--- src/rtl/fantasticfft_fft8_loader_if.sv ---
// Sample-in / frame-out bus of the FFT8 loader.
// Handshakes: a transfer happens on a rising clk edge where valid and ready
// are both high; valid is never gated by ready, and payload is held stable
// while valid is high and the transfer has not yet happened.
interface fantasticfft_fft8_loader_if #(
    parameter int W = 16,
    parameter int N = 8
);
    logic           s_valid;
    logic           s_ready;
    logic           s_first;
    logic [W-1:0]   s_re;
    logic [W-1:0]   s_im;
    logic           frame_valid;
    logic           frame_ready;
    logic [N*W-1:0] frame_re;
    logic [N*W-1:0] frame_im;
    logic           frame_err;

    // Loader side: consumes samples, produces frames.
    modport slave (
        input  s_valid, s_first, s_re, s_im, frame_ready,
        output s_ready, frame_valid, frame_re, frame_im, frame_err
    );

    // Environment side: produces samples, consumes frames.
    modport master (
        output s_valid, s_first, s_re, s_im, frame_ready,
        input  s_ready, frame_valid, frame_re, frame_im, frame_err
    );
endinterface

--- src/rtl/fantasticfft_fft8_loader.sv ---
// FFT8 input loader: assembles 8 complex samples into a ping-pong frame
// buffer at bit-reversed slots and hands full frames to the FFT core.
// Optional feature macro: FANTASTICFFT_LOADER_SCALE_EN pre-scales each
// component by 1/8 with round-half-up ((x + 4) >>> 3, no saturation).
module fantasticfft_fft8_loader #(
    parameter int W = 16,
    parameter int N = 8
) (
    input logic clk,
    input logic rst,
    fantasticfft_fft8_loader_if.slave bus
);

    // The slot addressing below is hard-wired for 8-point frames.
    if (N != 8) begin : g_bad_n
        $fatal(1, "fantasticfft_fft8_loader: N must be 8");
    end

    logic [W-1:0] re_q [2][8];
    logic [W-1:0] im_q [2][8];
    logic [1:0]   full_q, full_d;
    logic         wr_bank_q, wr_bank_d;
    logic         rd_bank_q, rd_bank_d;
    logic [2:0]   cnt_q, cnt_d;
    logic         err_q, err_d;

    logic         accept;
    logic         fire;
    logic [2:0]   idx;
    logic [2:0]   slot;
    logic [W-1:0] wr_re;
    logic [W-1:0] wr_im;

`ifdef FANTASTICFFT_LOADER_SCALE_EN
    localparam logic [W:0] RND = (W+1)'(4);

    // Divide by 8 with rounding, computed one bit wider so the +4 cannot wrap.
    function automatic logic [W-1:0] prescale(input logic [W-1:0] x);
        logic signed [W:0] ext;
        ext = $signed({x[W-1], x}) + $signed(RND);
        return W'(ext >>> 3);
    endfunction

    assign wr_re = prescale(bus.s_re);
    assign wr_im = prescale(bus.s_im);
`else
    assign wr_re = bus.s_re;
    assign wr_im = bus.s_im;
`endif

    // Ready depends only on registered state so it never combinationally
    // follows frame_ready.
    assign bus.s_ready     = !full_q[wr_bank_q] && !rst;
    assign bus.frame_valid = full_q[rd_bank_q];
    assign bus.frame_err   = err_q;

    assign accept = bus.s_valid && bus.s_ready;
    assign fire   = full_q[rd_bank_q] && bus.frame_ready;
    assign idx    = bus.s_first ? 3'd0 : cnt_q;
    assign slot   = {idx[0], idx[1], idx[2]};

    // Next-state for bank flags, pointers, sample counter and error pulse.
    // Fill and drain never touch the same bank in one cycle: an accept needs
    // the write bank empty, a frame handshake needs the read bank full.
    always_comb begin
        full_d    = full_q;
        wr_bank_d = wr_bank_q;
        rd_bank_d = rd_bank_q;
        cnt_d     = cnt_q;
        err_d     = 1'b0;
        if (accept) begin
            err_d = bus.s_first && (cnt_q != 3'd0);
            if (idx == 3'd7) begin
                full_d[wr_bank_q] = 1'b1;
                wr_bank_d         = ~wr_bank_q;
                cnt_d             = 3'd0;
            end else begin
                cnt_d = idx + 3'd1;
            end
        end
        if (fire) begin
            full_d[rd_bank_q] = 1'b0;
            rd_bank_d         = ~rd_bank_q;
        end
    end

    // Control registers.
    always_ff @(posedge clk) begin
        if (rst) begin
            full_q    <= 2'b00;
            wr_bank_q <= 1'b0;
            rd_bank_q <= 1'b0;
            cnt_q     <= 3'd0;
            err_q     <= 1'b0;
        end else begin
            full_q    <= full_d;
            wr_bank_q <= wr_bank_d;
            rd_bank_q <= rd_bank_d;
            cnt_q     <= cnt_d;
            err_q     <= err_d;
        end
    end

    // Frame storage: reset clears both banks, accepts write one slot.
    always_ff @(posedge clk) begin
        if (rst) begin
            for (int b = 0; b < 2; b++) begin
                for (int k = 0; k < 8; k++) begin
                    re_q[b][k] <= '0;
                    im_q[b][k] <= '0;
                end
            end
        end else if (accept) begin
            re_q[wr_bank_q][slot] <= wr_re;
            im_q[wr_bank_q][slot] <= wr_im;
        end
    end

    // Present the read bank as flat vectors, slot k at [k*W +: W].
    always_comb begin
        bus.frame_re = '0;
        bus.frame_im = '0;
        for (int k = 0; k < 8; k++) begin
            bus.frame_re[k*W +: W] = re_q[rd_bank_q][k];
            bus.frame_im[k*W +: W] = im_q[rd_bank_q][k];
        end
    end

endmodule

--- src/flat_wrapper.sv ---
// flat-port wrapper written by rule: the top's interface ports become plain ports
module fantasticfft_fft8_loader_flat 
#(
    parameter int W = 16,
    parameter int N = 8
)
  (clk, rst, bus_s_valid, bus_s_first, bus_s_re, bus_s_im, bus_frame_ready, bus_s_ready, bus_frame_valid, bus_frame_re, bus_frame_im, bus_frame_err);
  fantasticfft_fft8_loader_if #(.W(W), .N(N)) bus_i ();
  input logic clk;
  input logic rst;
  input wire logic [$bits(bus_i.s_valid)-1:0] bus_s_valid;
  input wire logic [$bits(bus_i.s_first)-1:0] bus_s_first;
  input wire logic [$bits(bus_i.s_re)-1:0] bus_s_re;
  input wire logic [$bits(bus_i.s_im)-1:0] bus_s_im;
  input wire logic [$bits(bus_i.frame_ready)-1:0] bus_frame_ready;
  output wire logic [$bits(bus_i.s_ready)-1:0] bus_s_ready;
  output wire logic [$bits(bus_i.frame_valid)-1:0] bus_frame_valid;
  output wire logic [$bits(bus_i.frame_re)-1:0] bus_frame_re;
  output wire logic [$bits(bus_i.frame_im)-1:0] bus_frame_im;
  output wire logic [$bits(bus_i.frame_err)-1:0] bus_frame_err;
  assign bus_i.s_valid = bus_s_valid;
  assign bus_i.s_first = bus_s_first;
  assign bus_i.s_re = bus_s_re;
  assign bus_i.s_im = bus_s_im;
  assign bus_i.frame_ready = bus_frame_ready;
  assign bus_s_ready = bus_i.s_ready;
  assign bus_frame_valid = bus_i.frame_valid;
  assign bus_frame_re = bus_i.frame_re;
  assign bus_frame_im = bus_i.frame_im;
  assign bus_frame_err = bus_i.frame_err;
  fantasticfft_fft8_loader #(.W(W), .N(N)) u_core (.clk(clk), .rst(rst), .bus(bus_i));
endmodule
--- config.mk ---
export PLATFORM = sky130hd
export DESIGN_NAME = fantasticfft_fft8_loader_flat
export DESIGN_NICKNAME = d
export VERILOG_FILES = /design/src/rtl/fantasticfft_fft8_loader_if.sv /design/src/rtl/fantasticfft_fft8_loader.sv /design/src/flat_wrapper.sv
export SDC_FILE = /design/constraint.sdc
export NUM_CORES = 1
export LEC_CHECK = 0
export ABC_AREA = 1
export CAP_MARGIN = 10
export CORE_ASPECT_RATIO = 1.2
export CORE_MARGIN = 2
export CORE_UTILIZATION = 39
export DETAILED_ROUTE_END_ITERATION = 12
export HOLD_SLACK_MARGIN = 0.12
export PLACE_DENSITY = 0.65
export SETUP_SLACK_MARGIN = 0.3
export SYNTH_ARGS = -nofsm -noshare
export SYNTH_HDL_FRONTEND = slang
export SYNTH_SLANG_ARGS = --single-unit
--- constraint.sdc ---
create_clock -name clk -period 4.85 [get_ports clk]
set_input_delay 1.2125 -clock clk [delete_from_list [all_inputs] [get_ports clk]]
set_output_delay 1.2125 -clock clk [all_outputs]
set_load 0.01 [all_outputs]
==> run_results.csv <==
group,metric,value,unit
run_status,outcome,"complete, no violations",
placement,gp_congestion,0.762,
global_route,grt_pass1_wl,83800,um
timing,finalMaxSlewViolations,0,
clocking,cts_tree,"done",
timing,setup_violations,0,
clocking,cts_num_sinks,521,
worst_setup_path,r2r_start,"u_core.wr_bank_q",
worst_setup_path,critical_path.slowest_cell,"dfxtp_4",
worst_setup_path,worst_setup_path_start_kind,"flop",
clocking,cts_buffers,50,
timing,slew_headroom,18.8,%
placement,io_buffers,295,
logic_synthesis,syn_area,20800,um^2
placement,dp_hpwl,36800,um
layout,num_antenna_cells,0,
timing,holdWs,0.486,ns
route,wire_per_inst,24.9,um
logic_synthesis,ys_types,25,
logic_synthesis,synth_fp_nets,1341,
logic_synthesis,synth_common_cells,"512 x edfxtp_1, 300 x nor2_1, 256 x mux2_2",
route,drc_errors,0,
placement,placed_area,24800,um^2
global_route,grt_overflow,0,
route,drtIter0Drc,1013,
worst_setup_path,crit_path_end_kind,"output port",
route,vias_per_cell,5.10,
timing,fmax,0.243,GHz
logic_synthesis,synth_top_cell_area_share,73.9,%
logic_synthesis,synth-adder-area-share,0.361,%
logic_synthesis,synthArstFlopShare,0,%
logic_synthesis,yosys-top-cells-area,"edfxtp_1 74%, mux2_2 14%, nor2_1 5.4%",
floorplanning,io_pins,296,
logic_synthesis,ys.flop_type,"edfxtp_1",
clocking,clk_latency,0.59,ns
clocking,post_cts_buffers,0,
clocking,clockBufferDepth,3,
timing,post-route-period-util,84.8,%
worst_setup_path,reg2reg_depth,7,
floorplanning,die_area,55200,um^2
logic_synthesis,ys.warnings.count,0,
timing,rsz0062_at_grt,"no",
worst_setup_path,regToRegSetupSlack,2.14,ns
floorplanning,core_area,52600,um^2
logic_synthesis,synthMuxAreaShare,13.9,%
timing,final_hold_viol_count,0,
timing,finalClockSkew,0.0266,ns
worst_hold_path,hold_path_depth,2,
floorplanning,rows,92,
placement,dp.cells,2264,
global_route,antenna_found_initial,0,
clocking,hold_buffers,0,
logic_synthesis,synth-xor-area-share,0,%
timing,fin_tns_setup,0,ns
route,routed_wl,58600,um
worst_setup_path,r2r-end,"u_core.im_q[0][32]",
layout,fin_cells,2357,
worst_hold_path,hp-class,"flop to flop",
logic_synthesis,synth_cells,1298,
timing,worst_pin_slew,1.21,ns
global_route,grtUsageTotal,20.8,%
logic_synthesis,synth_most_common_cell,"edfxtp_1",
logic_synthesis,ys_ff_latch,521,
worst_setup_path,path_max_fanout,52,
worst_setup_path,cp.arrival,2.90,ns
layout,post-route-cell-area,26400,um^2
logic_synthesis,synth_edf_count,512,
global_route,grt_pass1_vias,12300,
worst_setup_path,criticalPathCategory,"flop to output port",
layout,nets,1654,
worst_setup_path,critPathCapture,"bus_frame_re[42]",
global_route,grt_max_degree,53,
worst_setup_path,path_cells,"buf_4, mux2_2, clkdlybuf4s50_1",
clocking,cts_root_buf,"clkbuf_16",
pwr,finalPower,10100,uW
logic_synthesis,yosys.area.top_type,"edfxtp_1",
worst_setup_path,cp_data_required_time,3.64,ns
floorplanning,fp.dieW,215,um
timing,period_needed,4.11,ns
logic_synthesis,synth-seq-area-share,74.8,%
pwr,p_per_area,382,nW/um^2
logic_synthesis,synth_top_family_by_area,"multiplexers",
floorplanning,start_util,39.5,%
logic_synthesis,synthSimpleGateAreaFrac,7.81,%
clocking,h-tree-depth,2,
job,cap_violations,0,
layout,final_layout_size_suffix_gt1_share,24.2,%
layout,area.growth.synth_to_final,26.7,%
route,vias,12000,
worst_setup_path,critical_path.max_stage_delay,0.91,ns
pwr,ir_drop,0.255,mV
pwr,p_leak,0.00953,uW
floorplanning,die_h,257,um
logic_synthesis,synth_compound_area_share,0.439,%
route,final_antenna_net_count,0,
clocking,post_cts_resized,0,
logic_synthesis,syn_avg_cell_area,16.0,um^2
clocking,path_clk_slew,0.06,ns
route,drt-pass1-iter-count,5,
stage by stage:
stage | util (%) | setup WS [ns]
4_1_cts | 50.1 | 0.670
3_5_place_dp | 47.0 | 0.766
6_report | 50.1 | 0.738
5_1_grt | 50.1 | 0.589
2_1_floorplan | - | 1.06
3_3_place_gp | 47.0 | 0.823
critical path: cells and delay by family, from the launching register on:
| kind | cells | cell delay (ns) |
|---|---|---|
| DFF | 1 | 0.91 |
| buffers and inverters | 2 | 0.96 |
| muxes | 1 | 0.42 |
final cells by class:
cell class              instances  area, um^2
well taps                     705         882
flip-flops and latches        521       15600
inverters                      47         176
multi-input cells             663        4770
clock inverters                36         335
clock buffers                  57        1280
repair buffers                328        3360
fillers                      4397       26200
placed cells by master (no fill, tap or decap), drive strengths merged:
cell / instances
edfxtp: 512
clkdlybuf4s50: 295
a21oi: 7
clkbuf: 57
dfxtp: 9
nor3: 35
mux2: 256
buf: 33
ha: 6
nand2: 36
o21ai: 6
nand4: 2
nand3: 12
clkinv: 55
inv: 18
clkinvlp: 5
nor2: 302
o2111ai: 1
bufinv: 5
flip-flops by register name, indices dropped and copies added (netlist names), named ones only:
register	count
u_core.im_q	256
u_core.re_q	256
u_core.cnt_q	3
u_core.full_q	2
u_core.bus.frame_err	1
u_core.rd_bank_q	1
u_core.wr_bank_q	1
per-layer routing:
| layer | share of wire (%) | vias to the layer above | global-route usage [%] |
|---|---|---|---|
| met5 | 0 | - | 0 |
| met2 | 50 | 455 | 35.5 |
| met4 | 2.3 | 0 | 5.46 |
| li1 | - | 5335 | - |
| met1 | 41 | 6157 | 27.0 |
| met3 | 6.9 | 76 | 4.55 |
report_power, final:
part	switching [uW]	total, uW	internal [uW]
Sequential	67.8	5310	5240
Combinational	520	876	356
Clock	1700	3880	2170
worst min path at each step:
stage / start / to
finish: u_core.cnt_q[0] / u_core.cnt_q[0]
global route: u_core.cnt_q[0] / u_core.cnt_q[0]
CTS: u_core.cnt_q[0] / u_core.cnt_q[0]
global placement: u_core.cnt_q[1] / u_core.cnt_q[1]
floorplan: u_core.cnt_q[1] / u_core.cnt_q[1]
detailed placement: u_core.cnt_q[0] / u_core.cnt_q[0]
cell families (layout without fill, tap and decap cells):
logic type | after synthesis | after routing
adder cells (fa/ha/maj) | 6 | 6
AND/OR/NAND/NOR | 387 | 387
AO/OA/AOI/OAI | 14 | 14
flip-flops | 521 | 521
buffers and inverters | 114 | 468
multiplexers | 256 | 256
(Power assumes the default switching activity.)
